--- src/rtl/serial_to_parallel_pkg.sv ---
// -----------------------------------------------------------------------------
// serial_to_parallel_pkg
//
// Purpose : Shared types for the serial_to_parallel deserializer.
//           Holds the output-side state encoding and a small helper used to
//           size the beat counter.
// Ports   : none (package)
// -----------------------------------------------------------------------------
package serial_to_parallel_pkg;

  // Output register occupancy: EMPTY means no frame is presented,
  // FULL means parallel_o holds a complete, not yet drained frame.
  typedef enum logic {
    OUT_EMPTY = 1'b0,
    OUT_FULL  = 1'b1
  } out_state_e;

  // Width of a counter that holds 0 .. num_beats-1. Never returns 0 so the
  // counter stays a real signal even for the smallest legal frame size.
  function automatic int unsigned cnt_width(input int unsigned num_beats);
    return (num_beats > 2) ? $clog2(num_beats) : 1;
  endfunction

endpackage : serial_to_parallel_pkg

--- src/rtl/serial_to_parallel_beat_counter.sv ---
// -----------------------------------------------------------------------------
// beat_counter
//
// Purpose : Mod-NUM_BEATS up-counter tracking how many beats of the current
//           frame are already held in the assembly buffer.
// Ports   :
//   clk_i   in  clock, rising edge
//   rst_ni  in  synchronous active-low reset (clears the count)
//   inc_i   in  advance by one, wrapping from NUM_BEATS-1 to 0
//   clr_i   in  force the count to 0 (wins over inc_i)
//   cnt_o   out current count
//   last_o  out cnt_o == NUM_BEATS-1
// -----------------------------------------------------------------------------
module beat_counter
  import serial_to_parallel_pkg::*;
#(
  parameter int unsigned NUM_BEATS = 4,
  parameter int unsigned CNT_W     = cnt_width(NUM_BEATS)
) (
  input  logic             clk_i,
  input  logic             rst_ni,
  input  logic             inc_i,
  input  logic             clr_i,
  output logic [CNT_W-1:0] cnt_o,
  output logic             last_o
);

  localparam logic [CNT_W-1:0] LastCnt = CNT_W'(NUM_BEATS - 1);

  logic [CNT_W-1:0] r_cnt;
  logic             w_last;

  assign w_last = (r_cnt == LastCnt);

  // NOTE: sequential state is updated with <= so every flop samples the
  // pre-edge values of its inputs, independent of block ordering.
  always_ff @(posedge clk_i) begin
    if (!rst_ni) begin
      r_cnt <= '0;
    end else if (clr_i) begin
      r_cnt <= '0;
    end else if (inc_i) begin
      // Explicit wrap keeps the counter correct for non-power-of-two frames.
      r_cnt <= w_last ? '0 : r_cnt + CNT_W'(1);
    end
  end

  assign cnt_o  = r_cnt;
  assign last_o = w_last;

endmodule : beat_counter

--- src/rtl/serial_to_parallel.sv ---
// -----------------------------------------------------------------------------
// serial_to_parallel
//
// Purpose : Handshaked deserializer. Collects NUM_BEATS beats of DATA_WIDTH
//           bits into one frame and presents it on a valid/ready port.
//           The assembly buffer and the output register are separate, so the
//           next frame can assemble while the previous one waits; sustained
//           throughput is one beat per cycle.
// Ports   :
//   clk_i             in   clock, rising edge
//   rst_ni            in   synchronous active-low reset
//   serial_i          in   incoming beat
//   serial_valid_i    in   serial_i is valid
//   serial_ready_o    out  beat is accepted this cycle (if valid)
//   flush_i           in   discard the partially assembled frame
//   parallel_o        out  assembled frame, beat k in parallel_o[k]
//   parallel_valid_o  out  parallel_o holds a complete frame
//   parallel_ready_i  in   consumer takes the frame
//   beat_cnt_o        out  beats already held in the assembly buffer
// -----------------------------------------------------------------------------
module serial_to_parallel
  import serial_to_parallel_pkg::*;
#(
  parameter int unsigned NUM_BEATS  = 4,
  parameter int unsigned DATA_WIDTH = 8,
  parameter int unsigned CNT_W      = cnt_width(NUM_BEATS)
) (
  input  logic                                 clk_i,
  input  logic                                 rst_ni,
  input  logic [DATA_WIDTH-1:0]                serial_i,
  input  logic                                 serial_valid_i,
  output logic                                 serial_ready_o,
  input  logic                                 flush_i,
  output logic [NUM_BEATS-1:0][DATA_WIDTH-1:0] parallel_o,
  output logic                                 parallel_valid_o,
  input  logic                                 parallel_ready_i,
  output logic [CNT_W-1:0]                     beat_cnt_o
);

  localparam type data_t = logic [DATA_WIDTH-1:0];

  if (NUM_BEATS < 2) begin : g_param_check
    $error("serial_to_parallel: NUM_BEATS must be >= 2");
  end

  // ---------------------------------------------------------------------------
  // Signals
  // ---------------------------------------------------------------------------
  data_t [NUM_BEATS-1:0] r_asm;        // assembly buffer
  data_t [NUM_BEATS-1:0] r_out;        // presented frame
  out_state_e            r_state;
  out_state_e            w_state_next;

  logic [CNT_W-1:0]      w_cnt;
  logic                  w_last;
  logic                  w_out_valid;
  logic                  w_serial_ready;
  logic                  w_accept;
  logic                  w_drain;
  logic                  w_frame_done;
  data_t [NUM_BEATS-1:0] w_frame;

  // ---------------------------------------------------------------------------
  // Handshakes
  // ---------------------------------------------------------------------------
  assign w_out_valid = (r_state == OUT_FULL);

  // Only the last beat can stall: it needs the output register, which is free
  // when empty or when the consumer drains it in this same cycle. The path
  // from parallel_ready_i to serial_ready_o is deliberate.
  assign w_serial_ready = rst_ni & ~flush_i &
                          (~w_last | ~w_out_valid | parallel_ready_i);

  assign w_accept     = serial_valid_i & w_serial_ready;
  assign w_drain      = w_out_valid & parallel_ready_i;
  assign w_frame_done = w_accept & w_last;

  // ---------------------------------------------------------------------------
  // Beat counter
  // ---------------------------------------------------------------------------
  beat_counter #(
    .NUM_BEATS (NUM_BEATS),
    .CNT_W     (CNT_W)
  ) u_beat_counter (
    .clk_i  (clk_i),
    .rst_ni (rst_ni),
    .inc_i  (w_accept),
    .clr_i  (flush_i),
    .cnt_o  (w_cnt),
    .last_o (w_last)
  );

  // ---------------------------------------------------------------------------
  // Assembly buffer
  // ---------------------------------------------------------------------------
  // NOTE: the buffer is a plain register array, so it is reset explicitly to
  // give a defined all-zero state rather than relying on power-up contents.
  always_ff @(posedge clk_i) begin
    if (!rst_ni) begin
      r_asm <= '0;
    end else if (w_accept) begin
      r_asm[w_cnt] <= serial_i;
    end
  end

  // The last beat goes straight into the output register, bypassing r_asm,
  // so a frame is presented in the cycle right after its last beat.
  always_comb begin
    // NOTE: every output of this block is assigned first so no path leaves
    // it unassigned, which would infer a latch.
    w_frame                = r_asm;
    w_frame[NUM_BEATS-1]   = serial_i;
  end

  // ---------------------------------------------------------------------------
  // Output register
  // ---------------------------------------------------------------------------
  // On a drain without a new frame r_out keeps its stale contents; only the
  // valid flag clears.
  always_ff @(posedge clk_i) begin
    if (!rst_ni) begin
      r_out <= '0;
    end else if (w_frame_done) begin
      r_out <= w_frame;
    end
  end

  // ---------------------------------------------------------------------------
  // Output occupancy FSM
  // ---------------------------------------------------------------------------
  always_ff @(posedge clk_i) begin
    if (!rst_ni) begin
      r_state <= OUT_EMPTY;
    end else begin
      r_state <= w_state_next;
    end
  end

  always_comb begin
    w_state_next = r_state;
    unique case (r_state)
      OUT_EMPTY: if (w_frame_done) w_state_next = OUT_FULL;
      // Drain together with a new frame keeps the register full.
      OUT_FULL:  if (w_drain && !w_frame_done) w_state_next = OUT_EMPTY;
      default:   w_state_next = OUT_EMPTY;
    endcase
  end

  // ---------------------------------------------------------------------------
  // Outputs
  // ---------------------------------------------------------------------------
  assign serial_ready_o   = w_serial_ready;
  assign parallel_o       = r_out;
  assign parallel_valid_o = w_out_valid;
  assign beat_cnt_o       = w_cnt;

endmodule : serial_to_parallel

--- config.mk ---
export PLATFORM = sky130hd
export DESIGN_NAME = serial_to_parallel
export DESIGN_NICKNAME = d
export VERILOG_FILES = /design/src/rtl/serial_to_parallel_pkg.sv /design/src/rtl/serial_to_parallel_beat_counter.sv /design/src/rtl/serial_to_parallel.sv
export SDC_FILE = /design/constraint.sdc
export NUM_CORES = 1
export LEC_CHECK = 0
export ABC_AREA = 1
export CAP_MARGIN = 20
export CORE_MARGIN = 1.5
export CORE_UTILIZATION = 30
export CTS_BUF_LIST = sky130_fd_sc_hd__clkbuf_8
export CTS_CLUSTER_SIZE = 12
export DETAILED_ROUTE_END_ITERATION = 10
export SETUP_SLACK_MARGIN = 0.15
export SLEW_MARGIN = 20
export SYNTH_ARGS = -nofsm -noshare
export SYNTH_HDL_FRONTEND = slang
export SYNTH_SLANG_ARGS = --single-unit
export TNS_END_PERCENT = 10
--- constraint.sdc ---
create_clock -name clk_i -period 1.6 [get_ports clk_i]
set_input_delay 0.32 -clock clk_i [delete_from_list [all_inputs] [get_ports clk_i]]
set_output_delay 0.32 -clock clk_i [all_outputs]
set_load 0.02 [all_outputs]
==> results.cfg <==
[setup_path]
crit_path_max_fanout = 2
path_buf_inv = 1
crit_path_top_delay_cell = dfxtp_2
crit_type = reg2out
reg2reg_depth = 8
arrival_ps = 1160
cp_cell_sequence = ha_4, nand3_2, and2_4, buf_6
cpPeakStageDelay_ps = 350
crit_family = flip-flops
critPathLaunchType = flip-flop
end_kind = primary output
r2r-end = r_asm[7]$_SDFFE_PN0P_
r2r_slack_ps = 270
required_ps = 1280
timing.rr.start = u_beat_counter.cnt_o[0]$_SDFFE_PP0P_

[worst_hold_path]
hp-class = in2reg
hold_end = parallel_valid_o$_SDFF_PN0_
hold_start = rst_ni
hold_depth = 3

[pwr]
ir_drop_mv = 0.275
power_uw = 2800
p_per_area_mw_per_mm2 = 844
p_leak_uw = 0.00199

[clock_network]
cts_tree = yes
hold_buffers = 0
htree_num_levels = 3
clk_latency_ps = 330
cts_max_path_buffers = 2
clk_pin_slew_worst_paths_ps = 60
cts_buffers = 9
cts-root-buf = clkbuf_8
clock_sinks = 59

[timing]
setup_viol = 0
hold_viol = 0
fmax_ghz = 0.677
setup_ws_ps = 123
slew_headroom = 0.620
drv_slew = 0
fin_crit_ps = 1480
rsz0062_at_grt = yes
fin_setup_tns_ps = 0
post-route-period-util = 0.923
worst_pin_slew_ps = 569
finClkSkew_ps = 7.44

[grt]
grt_pass1_wl_um = 9140
gr-total-overflow = 0
grt_usage = 0.136
antenna_found_initial = 0
grt_pass1_vias = 1964
grt_max_degree = 57

[placement]
gp_congestion = 0.755
place.port_buffers = 48
dp_slack_ps = -408
dp_hpwl_um = 3550

[yosys]
ys_ff_latch = 59
ys_seq_area_frac = 0.472
syn_inst = 382
avgSynthCellArea_sq_um = 6.56
synthesis.nets = 399
synth_area_sq_mm = 0.00250
ys_warn_count = 0
yosys.cell_types.count = 15

[floorplanning]
coreArea_sq_mm = 0.00813
die_h_um = 94.4
start_util = 0.308
die_area_sq_mm = 0.00891
dieWidth_um = 94.4
row_count = 33
io_pins = 49

[detailed_routing]
routedWlPerCell_um = 9.79
postRouteWirelength_um = 5360
num_vias = 2160
viasPerCell = 3.94
drt_iter0_markers = 108
post-route-drc-count = 0
drtAntennaViolNets = 0
dr.pass1.iters = 4

[layout]
drive_gt1_frac = 0.0858
utilization = 0.408
area_growth_pct = 32.6
n_antenna_cell = 0
num-nets-final = 455

[flow_run]
drv_cap = 0

[outcome]
status = finished clean
-- flip-flops by register name (all words and copies together) (netlist names) --
signal / cells
parallel_o: 32
u_beat_counter.cnt_o: 2
parallel_valid_o: 1
r_asm: 24
-- routing by layer --
layer / part of all wire / wire length [um] / up-vias / global-route usage
met5: 0 / 0 / - / 0
met4: 0.017 / 91 / 0 / 0.0634
met3: 0.054 / 291 / 7 / 0.0443
met2: 0.45 / 2440 / 42 / 0.211
met1: 0.47 / 2540 / 912 / 0.170
li1: - / - / 1199 / -
-- area by class of cell --
cell class                 count  area (sq um)
clock inverter                 5          21.3
multi-input combinational    247          1030
inverter                      60           225
fill                         869          4810
timing repair buffer          61           574
clock buffer                  11           151
sequential                    59          1180
tap                          105           131
-- stage by stage --
stage                     cells  hold slack (ps)  cell area, sq um
after floorplan             382              455              2510
after global placement      532              470              3160
after detailed placement    532              471              3160
after CTS                   548              270              3290
after global routing        548              306              3320
final                       548              296              3320
-- how the worst max path moves through the flow --
stage                                               startpoint                     end  slack, ps  cells after the start
after global routing      u_beat_counter.cnt_o[0]$_SDFFE_PP0P_          serial_ready_o         80                      4
after CTS                 u_beat_counter.cnt_o[0]$_SDFFE_PP0P_          serial_ready_o          7                      4
after detailed placement                               flush_i          serial_ready_o       -410                      4
final                     u_beat_counter.cnt_o[0]$_SDFFE_PP0P_          serial_ready_o        120                      4
after global placement                                 flush_i          serial_ready_o       -370                      4
after floorplan           u_beat_counter.cnt_o[0]$_SDFFE_PP0P_  r_asm[13]$_SDFFE_PN0P_        210                      7
-- synth_stat cells --
cell type  instances  area share
nand4_1            1      0.0025
a21oi_1            1      0.0020
and2_1             1      0.0025
inv_1             59       0.088
clkbuf_1           6      0.0090
buf_2              8       0.016
nand4_2            3       0.015
nand3_1            2      0.0040
nor2_1           117        0.18
dfxtp_1           59        0.47
buf_6              2      0.0090
nor2_8             1      0.0080
nand2_1          117        0.18
inv_2              1      0.0015
ha_1               4       0.020
-- power by group --
group          total (uW)  switching (uW)  internal [uW]
Sequential           1490            7.43           1480
Clock                1170             545            624
Combinational         142            83.8           57.9
-- kinds of logic after synthesis --
family	count (synthesis)	synth area share
AND/OR/NAND/NOR	242	0.383
buffers and inverters	76	0.124
adder cells (fa/ha/maj)	4	0.0200
AO/OA/AOI/OAI	1	0.00200
flip-flops	59	0.472
-- worst register-to-register path: stages, from the launching register on --
cell and delay, ps:
dfxtp_2 330, buf_4 140, inv_1 90, ha_1 180, nand4_2 130, buf_12 170
nand2_1 50, nand2_1 40, nor2_1 120
-- cell usage in the layout, fill, tap and decap left out, drive strengths merged --
cell type,instances
nand4,4
inv,63
buf,15
nor2,118
clkinv,2
nand3,2
clkbuf,11
and2,1
ha,4
clkdlybuf4s50,10
dlygate4sd2,36
dfxtp,59
a21oi,1
nand2,117
-- what timing repair did --
action,in CTS,in global routing
gates cloned,0,0
gates resized for setup,42,6
pin swaps,1,0
endpoints found under the setup margin,52,2
setup buffers,0,0
No activity file was read; power rests on OpenSTA's default activity.
